<file path="src/rtl/ulpi_pkg.sv">
// ULPI register-access definitions shared by the link-side controllers.
// Latency: n/a (types, constants and a pure helper function only).
// Backpressure: n/a.
package ulpi_pkg;

    // Transmit-command prefixes; the low six bits carry the immediate address.
    typedef enum logic [7:0] {
        NOOP      = 8'h00,
        REG_WRITE = 8'h80,
        REG_READ  = 8'hC0
    } ulpi_cmd_e;

    // Extended-register escape address; the controller rejects it.
    localparam logic [5:0] EXT_REG_ADDR = 6'h2F;

    // Register-controller states, one-hot.
    typedef enum logic [5:0] {
        ST_IDLE   = 6'b000001,
        ST_W_ADDR = 6'b000010,
        ST_W_DATA = 6'b000100,
        ST_R_ADDR = 6'b001000,
        ST_R_WAIT = 6'b010000,
        ST_DONE   = 6'b100000
    } reg_state_e;

    // Build the command byte for an immediate register access.
    function automatic logic [7:0] reg_cmd(input logic write, input logic [5:0] addr);
        logic [7:0] pfx;
        pfx = write ? REG_WRITE : REG_READ;
        return {pfx[7:6], addr};
    endfunction

endpackage

</file>
<file path="src/rtl/ulpi_reg_ctrl_if.sv">
// Request/response and link TX/RX-command signals of the register controller.
// Latency: n/a (wiring only).
// Backpressure: req_ready gates requests, cmd_busy stalls the TX byte.
interface ulpi_reg_ctrl_if;

    logic       req_valid;
    logic       req_ready;
    logic       req_write;
    logic [5:0] req_addr;
    logic [7:0] req_wdata;

    logic       resp_valid;
    logic [7:0] resp_rdata;
    logic       resp_err;

    logic [7:0] cmd;
    logic       cmd_strobe;
    logic       cmd_busy;

    logic [7:0] rx_cmd;
    logic       rx_cmd_strobe;

    // Controller side.
    modport slave (
        input  req_valid, req_write, req_addr, req_wdata,
        output req_ready,
        output resp_valid, resp_rdata, resp_err,
        output cmd, cmd_strobe,
        input  cmd_busy,
        input  rx_cmd, rx_cmd_strobe
    );

    // Requester plus link side.
    modport master (
        output req_valid, req_write, req_addr, req_wdata,
        input  req_ready,
        input  resp_valid, resp_rdata, resp_err,
        input  cmd, cmd_strobe,
        output cmd_busy,
        output rx_cmd, rx_cmd_strobe
    );

endinterface

</file>
<file path="src/rtl/ulpi_timeout_ctr.sv">
// Saturating cycle counter with synchronous clear and expiry flag.
// Latency: expired_o reflects the registered count (one cycle after en_i).
// Backpressure: none; counts only while en_i is high, never wraps.
module ulpi_timeout_ctr #(
    parameter int LIMIT = 255
) (
    input  logic clk,
    input  logic reset,
    input  logic load_i,
    input  logic en_i,
    output logic expired_o
);

    localparam int W = $clog2(LIMIT + 1);
    localparam logic [W-1:0] LAST = W'(LIMIT - 1);
    localparam logic [W-1:0] SAT  = W'(LIMIT);

    logic [W-1:0] cnt_q;
    logic [W-1:0] cnt_d;

    // Clear on load, otherwise count up and hold once saturated.
    always_comb begin
        cnt_d = cnt_q;
        if (load_i) begin
            cnt_d = '0;
        end else if (en_i && (cnt_q != SAT)) begin
            cnt_d = cnt_q + 1'b1;
        end
    end

    // Count register.
    always_ff @(posedge clk or posedge reset) begin
        if (reset) begin
            cnt_q <= '0;
        end else begin
            cnt_q <= cnt_d;
        end
    end

    assign expired_o = (cnt_q >= LAST);

endmodule

</file>
<file path="src/rtl/ulpi_reg_ctrl.sv">
// Sequences one ULPI register read or write over the link TX-command port.
// Latency: write 4 cycles accept->resp_valid (+busy), read 3 + PHY turnaround.
// Backpressure: one outstanding request; cmd/cmd_strobe hold while cmd_busy.
module ulpi_reg_ctrl #(
    parameter int TIMEOUT_CYCLES = 255
) (
    input  logic            clk,
    input  logic            reset,
    ulpi_reg_ctrl_if.slave  bus
);

    import ulpi_pkg::*;

    reg_state_e st_q, st_d;
    logic [7:0] cmd_q, cmd_d;
    logic       stb_q, stb_d;
    logic [7:0] wdata_q, wdata_d;
    logic [7:0] rdata_q, rdata_d;
    logic       err_q, err_d;

    logic       resp_valid_q;
    logic [7:0] resp_rdata_q;
    logic       resp_err_q;

    logic       accept;
    logic       consume;
    logic       ctr_load;
    logic       ctr_en;
    logic       ctr_expired;

    // Ready is withheld while reset is asserted even though state is IDLE.
    assign bus.req_ready = (st_q == ST_IDLE) && !reset;
    assign accept        = bus.req_valid && bus.req_ready;
    assign consume       = stb_q && !bus.cmd_busy;

    ulpi_timeout_ctr #(
        .LIMIT (TIMEOUT_CYCLES)
    ) u_timeout (
        .clk       (clk),
        .reset     (reset),
        .load_i    (ctr_load),
        .en_i      (ctr_en),
        .expired_o (ctr_expired)
    );

    // Next-state and TX byte sequencing.
    always_comb begin
        st_d     = st_q;
        cmd_d    = cmd_q;
        stb_d    = stb_q;
        wdata_d  = wdata_q;
        rdata_d  = rdata_q;
        err_d    = err_q;
        ctr_load = 1'b0;
        ctr_en   = 1'b0;

        case (st_q)
            ST_IDLE: begin
                if (accept) begin
                    if (bus.req_addr == EXT_REG_ADDR) begin
                        err_d   = 1'b1;
                        rdata_d = 8'h00;
                        st_d    = ST_DONE;
                    end else begin
                        wdata_d = bus.req_wdata;
                        cmd_d   = reg_cmd(bus.req_write, bus.req_addr);
                        stb_d   = 1'b1;
                        st_d    = bus.req_write ? ST_W_ADDR : ST_R_ADDR;
                    end
                end
            end
            ST_W_ADDR: begin
                if (consume) begin
                    cmd_d = wdata_q;
                    st_d  = ST_W_DATA;
                end
            end
            ST_W_DATA: begin
                if (consume) begin
                    stb_d   = 1'b0;
                    cmd_d   = NOOP;
                    err_d   = 1'b0;
                    rdata_d = 8'h00;
                    st_d    = ST_DONE;
                end
            end
            ST_R_ADDR: begin
                if (consume) begin
                    stb_d    = 1'b0;
                    cmd_d    = NOOP;
                    ctr_load = 1'b1;
                    st_d     = ST_R_WAIT;
                end
            end
            ST_R_WAIT: begin
                // Data arriving on the expiry cycle still counts as a success.
                if (bus.rx_cmd_strobe) begin
                    rdata_d = bus.rx_cmd;
                    err_d   = 1'b0;
                    st_d    = ST_DONE;
                end else if (ctr_expired) begin
                    rdata_d = 8'h00;
                    err_d   = 1'b1;
                    st_d    = ST_DONE;
                end else begin
                    ctr_en = 1'b1;
                end
            end
            ST_DONE: begin
                st_d = ST_IDLE;
            end
            default: begin
                // Any non-one-hot encoding falls back to a clean idle.
                st_d  = ST_IDLE;
                stb_d = 1'b0;
                cmd_d = NOOP;
            end
        endcase
    end

    // Controller state and TX byte registers; reset drops cmd_strobe at once.
    always_ff @(posedge clk or posedge reset) begin
        if (reset) begin
            st_q    <= ST_IDLE;
            cmd_q   <= 8'h00;
            stb_q   <= 1'b0;
            wdata_q <= 8'h00;
            rdata_q <= 8'h00;
            err_q   <= 1'b0;
        end else begin
            st_q    <= st_d;
            cmd_q   <= cmd_d;
            stb_q   <= stb_d;
            wdata_q <= wdata_d;
            rdata_q <= rdata_d;
            err_q   <= err_d;
        end
    end

    // Registered one-cycle response, issued for the cycle spent in DONE.
    always_ff @(posedge clk or posedge reset) begin
        if (reset) begin
            resp_valid_q <= 1'b0;
            resp_rdata_q <= 8'h00;
            resp_err_q   <= 1'b0;
        end else begin
            resp_valid_q <= (st_q == ST_DONE);
            resp_rdata_q <= (st_q == ST_DONE) ? rdata_q : 8'h00;
            resp_err_q   <= (st_q == ST_DONE) ? err_q : 1'b0;
        end
    end

    assign bus.cmd        = cmd_q;
    assign bus.cmd_strobe = stb_q;
    assign bus.resp_valid = resp_valid_q;
    assign bus.resp_rdata = resp_rdata_q;
    assign bus.resp_err   = resp_err_q;

endmodule

</file>
<file path="src/flat_wrapper.sv">
// flat-port wrapper written by rule: the top's interface ports become plain ports
module ulpi_reg_ctrl_flat import ulpi_pkg::*;
#(
    parameter int TIMEOUT_CYCLES = 255
)
  (clk, reset, bus_req_valid, bus_req_write, bus_req_addr, bus_req_wdata, bus_req_ready, bus_resp_valid, bus_resp_rdata, bus_resp_err, bus_cmd, bus_cmd_strobe, bus_cmd_busy, bus_rx_cmd, bus_rx_cmd_strobe);
  ulpi_reg_ctrl_if bus_i ();
  input  logic clk;
  input  logic reset;
  input wire logic [$bits(bus_i.req_valid)-1:0] bus_req_valid;
  input wire logic [$bits(bus_i.req_write)-1:0] bus_req_write;
  input wire logic [$bits(bus_i.req_addr)-1:0] bus_req_addr;
  input wire logic [$bits(bus_i.req_wdata)-1:0] bus_req_wdata;
  output wire logic [$bits(bus_i.req_ready)-1:0] bus_req_ready;
  output wire logic [$bits(bus_i.resp_valid)-1:0] bus_resp_valid;
  output wire logic [$bits(bus_i.resp_rdata)-1:0] bus_resp_rdata;
  output wire logic [$bits(bus_i.resp_err)-1:0] bus_resp_err;
  output wire logic [$bits(bus_i.cmd)-1:0] bus_cmd;
  output wire logic [$bits(bus_i.cmd_strobe)-1:0] bus_cmd_strobe;
  input wire logic [$bits(bus_i.cmd_busy)-1:0] bus_cmd_busy;
  input wire logic [$bits(bus_i.rx_cmd)-1:0] bus_rx_cmd;
  input wire logic [$bits(bus_i.rx_cmd_strobe)-1:0] bus_rx_cmd_strobe;
  assign bus_i.req_valid = bus_req_valid;
  assign bus_i.req_write = bus_req_write;
  assign bus_i.req_addr = bus_req_addr;
  assign bus_i.req_wdata = bus_req_wdata;
  assign bus_req_ready = bus_i.req_ready;
  assign bus_resp_valid = bus_i.resp_valid;
  assign bus_resp_rdata = bus_i.resp_rdata;
  assign bus_resp_err = bus_i.resp_err;
  assign bus_cmd = bus_i.cmd;
  assign bus_cmd_strobe = bus_i.cmd_strobe;
  assign bus_i.cmd_busy = bus_cmd_busy;
  assign bus_i.rx_cmd = bus_rx_cmd;
  assign bus_i.rx_cmd_strobe = bus_rx_cmd_strobe;
  ulpi_reg_ctrl #(.TIMEOUT_CYCLES(TIMEOUT_CYCLES)) u_core (.clk(clk), .reset(reset), .bus(bus_i));
endmodule
</file>
<file path="config.mk">
export PLATFORM = sky130hd
export DESIGN_NAME = ulpi_reg_ctrl_flat
export DESIGN_NICKNAME = d
export VERILOG_FILES = /design/src/rtl/ulpi_pkg.sv /design/src/rtl/ulpi_reg_ctrl_if.sv /design/src/rtl/ulpi_timeout_ctr.sv /design/src/rtl/ulpi_reg_ctrl.sv /design/src/flat_wrapper.sv
export SDC_FILE = /design/constraint.sdc
export NUM_CORES = 1
export LEC_CHECK = 0
export BUFFER_PORTS_ARGS = -buffer_cell sky130_fd_sc_hd__clkbuf_2
export CORE_MARGIN = 1
export CORE_UTILIZATION = 59
export CTS_CLUSTER_SIZE = 24
export DETAILED_ROUTE_END_ITERATION = 6
export MAX_ROUTING_LAYER = met4
export PLACE_DENSITY_LB_ADDON = 0.08
export SLEW_MARGIN = 20
export SYNTH_ARGS = -nofsm -noshare
export SYNTH_HDL_FRONTEND = slang
export SYNTH_HIERARCHICAL = 1
export SYNTH_SLANG_ARGS = --single-unit
</file>
<file path="constraint.sdc">
create_clock -name clk -period 5.17 [get_ports clk]
set_input_delay 1.034 -clock clk [delete_from_list [all_inputs] [get_ports clk]]
set_output_delay 1.034 -clock clk [all_outputs]
set_load 0.005 [all_outputs]
</file>
==> results of run 1 <==
==> layer usage <==
| metal | global-route usage | vias up |
|---|---|---|
| met5 | - | - |
| met4 | 0.0824 | 0 |
| met3 | 0.0483 | 2 |
| met2 | 0.406 | 53 |
| met1 | 0.320 | 872 |
| li1 | - | 870 |
==> worst max-delay path: cells and delay by family <==
family          cells  cell delay (ns)
buf+inv             3             0.59
simple gates        3             0.88
compound gates      1             0.34
mux                 1             0.28
==> cell families (layout without fill, tap and decap cells) <==
| family | count (synthesis) | in the layout | synth area share |
|---|---|---|---|
| mux | 18 | 18 | 0.0818 |
| simple gates | 70 | 70 | 0.180 |
| flops | 50 | 50 | 0.512 |
| compound gates | 50 | 50 | 0.155 |
| fa+ha+maj | 2 | 2 | 0.0102 |
| buf+inv | 24 | 66 | 0.0506 |
| xor+xnor | 3 | 3 | 0.0107 |
==> stage by stage <==
step,total power [µW],hold WS (ns)
after floorplan,875,0.454
after global placement,964,0.465
after detailed placement,974,0.475
after CTS,1260,0.496
after global routing,1330,0.510
final,1250,0.493
==> path summary, 6_finish.rpt <==
check	cells after the start	startpoint	to	slack, ns
min in group asynchronous	2	reset	u_core/u_timeout/cnt_q[3]	0.69
worst min-delay path	1	u_core/rdata_q[0]	u_core/bus.resp_rdata[0]	0.49
worst min register to register	1	u_core/rdata_q[0]	u_core/bus.resp_rdata[0]	0.49
worst max-delay path	8	reset	u_core/u_timeout/cnt_q[0]	2.21
worst max register to register	5	u_core/st_q[4]	u_core/u_timeout/cnt_q[3]	2.50
max in group asynchronous	3	reset	u_core/st_q[0]	3.92
==> synth_stat cells, types with 3 or more instances <==
cell type  count  share of area
nand2_1        6         0.0092
mux2_2        16          0.074
inv_1         10          0.015
buf_4          3         0.0092
nand3_1        4         0.0082
clkbuf_1       3         0.0046
nor2_1        13          0.020
nor3_1         5          0.010
a22o_1        14          0.050
o21ai_0        5          0.010
nand3b_1       3         0.0092
a311oi_1       3          0.011
a31oi_1        6          0.015
and3_1         3         0.0077
a21oi_1        6          0.012
and2_1        10          0.026
dfrtp_1       49           0.50
==> registers in the layout, indices dropped and copies added, names as in the netlist <==
| register | flops |
|---|---|
| u_core/u_timeout/cnt_q | 8 |
| u_core/st_q | 6 |
| u_core/err_q | 1 |
| u_core/bus.cmd | 8 |
| u_core/bus.resp_err | 1 |
| u_core/bus.resp_valid | 1 |
| u_core/bus.resp_rdata | 8 |
| u_core/bus.cmd_strobe | 1 |
| u_core/wdata_q | 8 |
| u_core/rdata_q | 8 |
==> power by group through the flow <==
stage / clock network [µW] / logic, µW / registers (µW)
5_1_grt: 308 / 447 / 577
2_1_floorplan: 0 / 342 / 533
3_5_place_dp: 0 / 404 / 570
4_1_cts: 293 / 406 / 563
3_3_place_gp: 0 / 395 / 570
6_report: 285 / 404 / 564
==> final cells by class <==
class | instances | share of cell area
sequential | 50 | 0.449
multi-input combinational | 143 | 0.384
timing repair buffer | 48 | 0.0870
clock buffer | 6 | 0.0296
tap | 50 | 0.0224
clock inverter | 2 | 0.0139
inverter | 10 | 0.0135
==> impl_metrics.tcl, run 1 <==
set metrics [dict create \
    hp-class "register to register" \
    cap_violations 0 \
    grt_usage 0.252 \
    syn_avg_cell_area_um2 11.3 \
    die_h_um 66.4 \
    worstMarginPinSlew_ns 0.735 \
    drc 0 \
    finalWeightedCongestion 0.868 \
    cts_hold_buffers 0 \
    final_core_util 0.697 \
    setup_ws_ns 2.21 \
    multi_input_area_um2 1070 \
    grt_pass1_wl_um 8070 \
    top_level_ports 48 \
    end_kind "register" \
    clkLatencyLatePin_ns 0.29 \
    synthArstFlopShare 1.00 \
    synth-seq-area-share 0.511 \
    grt_start_max_net_pins 44 \
    power_frac_comb 0.322 \
    dr.pass1.iters 4 \
    cts_max_path_buffers 2 \
    clk_pin_slew_worst_paths_ns 0.09 \
    cp_common_cell "nor2_1" \
    finalMaxSlewViolations 0 \
    cts_setup_buffers 0 \
    post_cts_resized 0 \
    portBuffers 47 \
    ys_warn_count 6 \
    ant_nets 0 \
    final_cell_mix "dfrtp_1 (49), clkbuf_2 (47), mux2_2 (16)" \
    cp.required_ns 5.35 \
    coreArea_um2 4000 \
    drive_gt1_frac 0.328 \
    antenna_cells 0 \
    finalSetupViolations 0 \
    syn-num-nets 247 \
    vdd_drop_max_mv 0.297 \
    status "complete, no violations" \
    slew-limit-headroom 0.508 \
    via_count 1797 \
    top_layer_used "met4" \
    root_buffer "clkbuf_8" \
    fillers 311 \
    placementRows 23 \
    rsz0062_at_grt "no" \
    fin_area_um2 2790 \
    cpPeakStageDelay_ns 0.53 \
    dr_wl_met3_um 206 \
    via_per_inst 5.82 \
    wl_met2_um 2350 \
    critical_path.cell_chain "clkbuf_2, inv_1, buf_4, nand2_1, a32o_2, nor2_1, nor2_1, mux2_2" \
    p_per_area_nw_per_um2 449 \
    post-dp-hpwl_um 3460 \
    synth_edf_count 0 \
    final-seq-area_um2 1250 \
    final.period_utilization 0.572 \
    timing.fmax_mhz 338 \
    post-place-cells 301 \
    synth_ff_type "dfrtp_1" \
    ys_seq_elements 50 \
    syn_inst 217 \
    dp_slack_ns 1.88 \
    power_frac_seq 0.450 \
    pwr-share-clk 0.228 \
    netlist_area_um2 2450 \
    crit_path_start_kind "primary input" \
    initial_core_util 0.612 \
    area_growth_pct 13.9 \
    grt_overflow 0 \
    numCtsBuffers 5 \
    wl_met1_um 2140 \
    die_w_um 66.4 \
    final_nets 288 \
    finClkSkew_ns 0.00552 \
    switching_power_uw 397 \
    synth_cell_types 62 \
    final_common_cell "dfrtp_1" \
    dieArea_um2 4410 \
    fin_crit_ns 2.96 \
    grt_pass1_vias 1760 \
    numClockSinks 50 \
    p_sw_frac 0.317 \
    internal-power_uw 855 \
    cpMaxStageDelayCell "nor2_1" \
    hold_violations 0 \
    crit_arrival_ns 3.14 \
    cts_max_level 2 \
    finalWirelength_um 4730 \
    p_leak_uw 0.00138 \
    antenna_found_initial 0 \
    cts_tree "done" \
    wl_per_cell_um 15.3 \
    postPlaceCellArea_um2 2670 \
    dr.first_iter.drc_count 171 \
    path_max_fanout 43 \
    stdcell_count 309 \
    setup-tns-final_ns 0 \
    path_class "primary input to register" \
]
Note: power is estimated with default switching activity, not from simulation.
==> inputs of run 2 (changes only) <==
--- a/config.mk
+++ b/config.mk
@@ -7,7 +7,7 @@
 export LEC_CHECK = 0
 export BUFFER_PORTS_ARGS = -buffer_cell sky130_fd_sc_hd__clkbuf_2
 export CORE_MARGIN = 1
-export CORE_UTILIZATION = 59
+export CORE_UTILIZATION = 49
 export CTS_CLUSTER_SIZE = 24
 export DETAILED_ROUTE_END_ITERATION = 6
 export MAX_ROUTING_LAYER = met4
==> constraint.sdc (replaced) <==
create_clock -name clk -period 2.5 [get_ports clk]
set_input_delay 0.5 -clock clk [delete_from_list [all_inputs] [get_ports clk]]
set_output_delay 0.5 -clock clk [all_outputs]
set_load 0.005 [all_outputs]
==> impl_metrics.tcl, run 2 (synthesis results as in run 1) <==
set metrics [dict create \
    status "complete, no violations" \
    r2r_cells 5 \
    finalWeightedCongestion 0.875 \
    final-seq-area_um2 1250 \
    via_count 1808 \
    path_buf_inv 0 \
    timing.fmax_mhz 440 \
    finClkSkew_ns 0.00368 \
    path_max_fanout 12 \
    path_class "register to register" \
    r2r-start "u_core/st_q[1]" \
    ant_nets 0 \
    final.period_utilization 0.909 \
    post-dp-hpwl_um 3520 \
    r2r_slack_ns 0.23 \
    critical_path.cell_chain "nor4_2, and3b_1, a32o_2, or3_1, a22o_1" \
    numClockSinks 50 \
    cp.required_ns 2.70 \
    placementRows 25 \
    rsz0062_at_grt "no" \
    area_growth_pct 16.4 \
    cts_hold_buffers 0 \
    power_frac_seq 0.442 \
    cts_max_level 2 \
    final_core_util 0.599 \
    worstMarginPinSlew_ns 0.593 \
    power_uw 2610 \
    root_buffer "clkbuf_8" \
    switching_power_uw 855 \
    multi_input_area_um2 1070 \
    final_common_cell "dfrtp_1" \
    numCtsBuffers 5 \
    crit_arrival_ns 2.47 \
    p_per_area_nw_per_um2 916 \
    cp.depth 5 \
    setup-tns-final_ns 0 \
    fin_crit_ns 2.27 \
    fillers 424 \
    coreArea_um2 4750 \
    cp-startpoint "u_core/st_q[1]" \
    crit_path_start_kind "register" \
    end_kind "register" \
    portBuffers 47 \
    final_cell_mix "dfrtp_1 (49), clkbuf_2 (47), mux2_2 (16)" \
    p_sw_frac 0.328 \
    finalSetupViolations 0 \
    r2r_end "u_core/rdata_q[7]" \
    grt_overflow 0 \
    vdd_drop_max_mv 0.492 \
    dr.pass1.iters 5 \
    die_w_um 72.7 \
    finalWirelength_um 4770 \
    die_h_um 72.7 \
    wl_per_cell_um 14.4 \
    internal-power_uw 1750 \
    cts_tree "done" \
    initial_core_util 0.515 \
    power_frac_comb 0.331 \
    drive_gt1_frac 0.348 \
    grt_usage 0.212 \
    endpoint "u_core/rdata_q[7]" \
    antenna_cells 0 \
    dr.first_iter.drc_count 111 \
    cpMaxStageDelayCell "dfrtp_1" \
    via_per_inst 5.46 \
    finalMaxSlewViolations 0 \
    antenna_found_initial 0 \
    slew-limit-headroom 0.603 \
    drc 0 \
    grt_pass1_wl_um 8240 \
    hp-class "primary input to async pin" \
    cpLargestDelayFamily "simple AND/OR/NAND/NOR gates" \
    final_nets 293 \
    cpPeakStageDelay_ns 0.61 \
    whs_ns 0.197 \
    clk_pin_slew_worst_paths_ns 0.09 \
    dieArea_um2 5280 \
    p_leak_uw 0.00140 \
    hold_violations 0 \
    grt_pass1_vias 1746 \
    pwr-share-clk 0.227 \
    grt_start_max_net_pins 43 \
    cts_max_path_buffers 2 \
    top_level_ports 48 \
    clkLatencyLatePin_ns 0.30 \
    cap_violations 0 \
]
-- run 2: changes by cell type in the layout (fill, tap and decap cells not counted) --
cell / change
buf_4: +5
clkbuf_8: -1
clkinvlp_4: +2
inv_1: -1
inv_6: -1
inv_8: +1
nor2_1: -1
nor2_2: +1
-- run 2: layout make-up --
cell class,instances,area share
inverters,10,0.0145
repair buffers,53,0.0983
well taps,67,0.0294
multi-input cells,143,0.377
flip-flops and latches,50,0.439
clock buffers,5,0.0241
clock inverters,3,0.0171
-- run 2: power groups by stage --
stage	registers, µW	logic, µW	clock network [µW]
after floorplan	1100	707	0
after global placement	1170	857	0
after detailed placement	1170	865	0
after CTS	1150	868	608
after global routing	1180	966	646
final	1150	863	592
-- run 2: worst min-delay path by stage --
stage / startpoint / to / slack [ns] / cells past startpoint
after floorplan: reset / u_core/u_timeout/cnt_q[0] / 0.32 / 1
after global placement: u_core/err_q / u_core/bus.resp_err / 0.46 / 1
after detailed placement: u_core/rdata_q[1] / u_core/bus.resp_rdata[1] / 0.47 / 1
after CTS: reset / u_core/u_timeout/cnt_q[2] / 0.20 / 2
after global routing: reset / u_core/u_timeout/cnt_q[6] / 0.22 / 2
final: reset / u_core/u_timeout/cnt_q[2] / 0.20 / 2
-- run 2: what timing repair did --
action,in CTS,in global routing
gates resized for setup,0,1
buffers inserted,0,0
endpoints found under the setup margin,0,1
-- run 2: stage by stage --
step	cell area, µm²	worst slack [ns]	std cells
final	2850	0.228	331
after global routing	2850	0.0246	331
after CTS	2850	0.167	331
after global placement	2730	0.225	323
after floorplan	2450	0.129	217
after detailed placement	2730	0.183	323
-- run 2: routing by layer --
metal / vias up / global-route usage / share of wire
met5: - / - / 0
met4: 0 / 0.0850 / 0.016
met3: 9 / 0.0456 / 0.043
met2: 41 / 0.327 / 0.48
met1: 872 / 0.274 / 0.46
li1: 886 / - / -
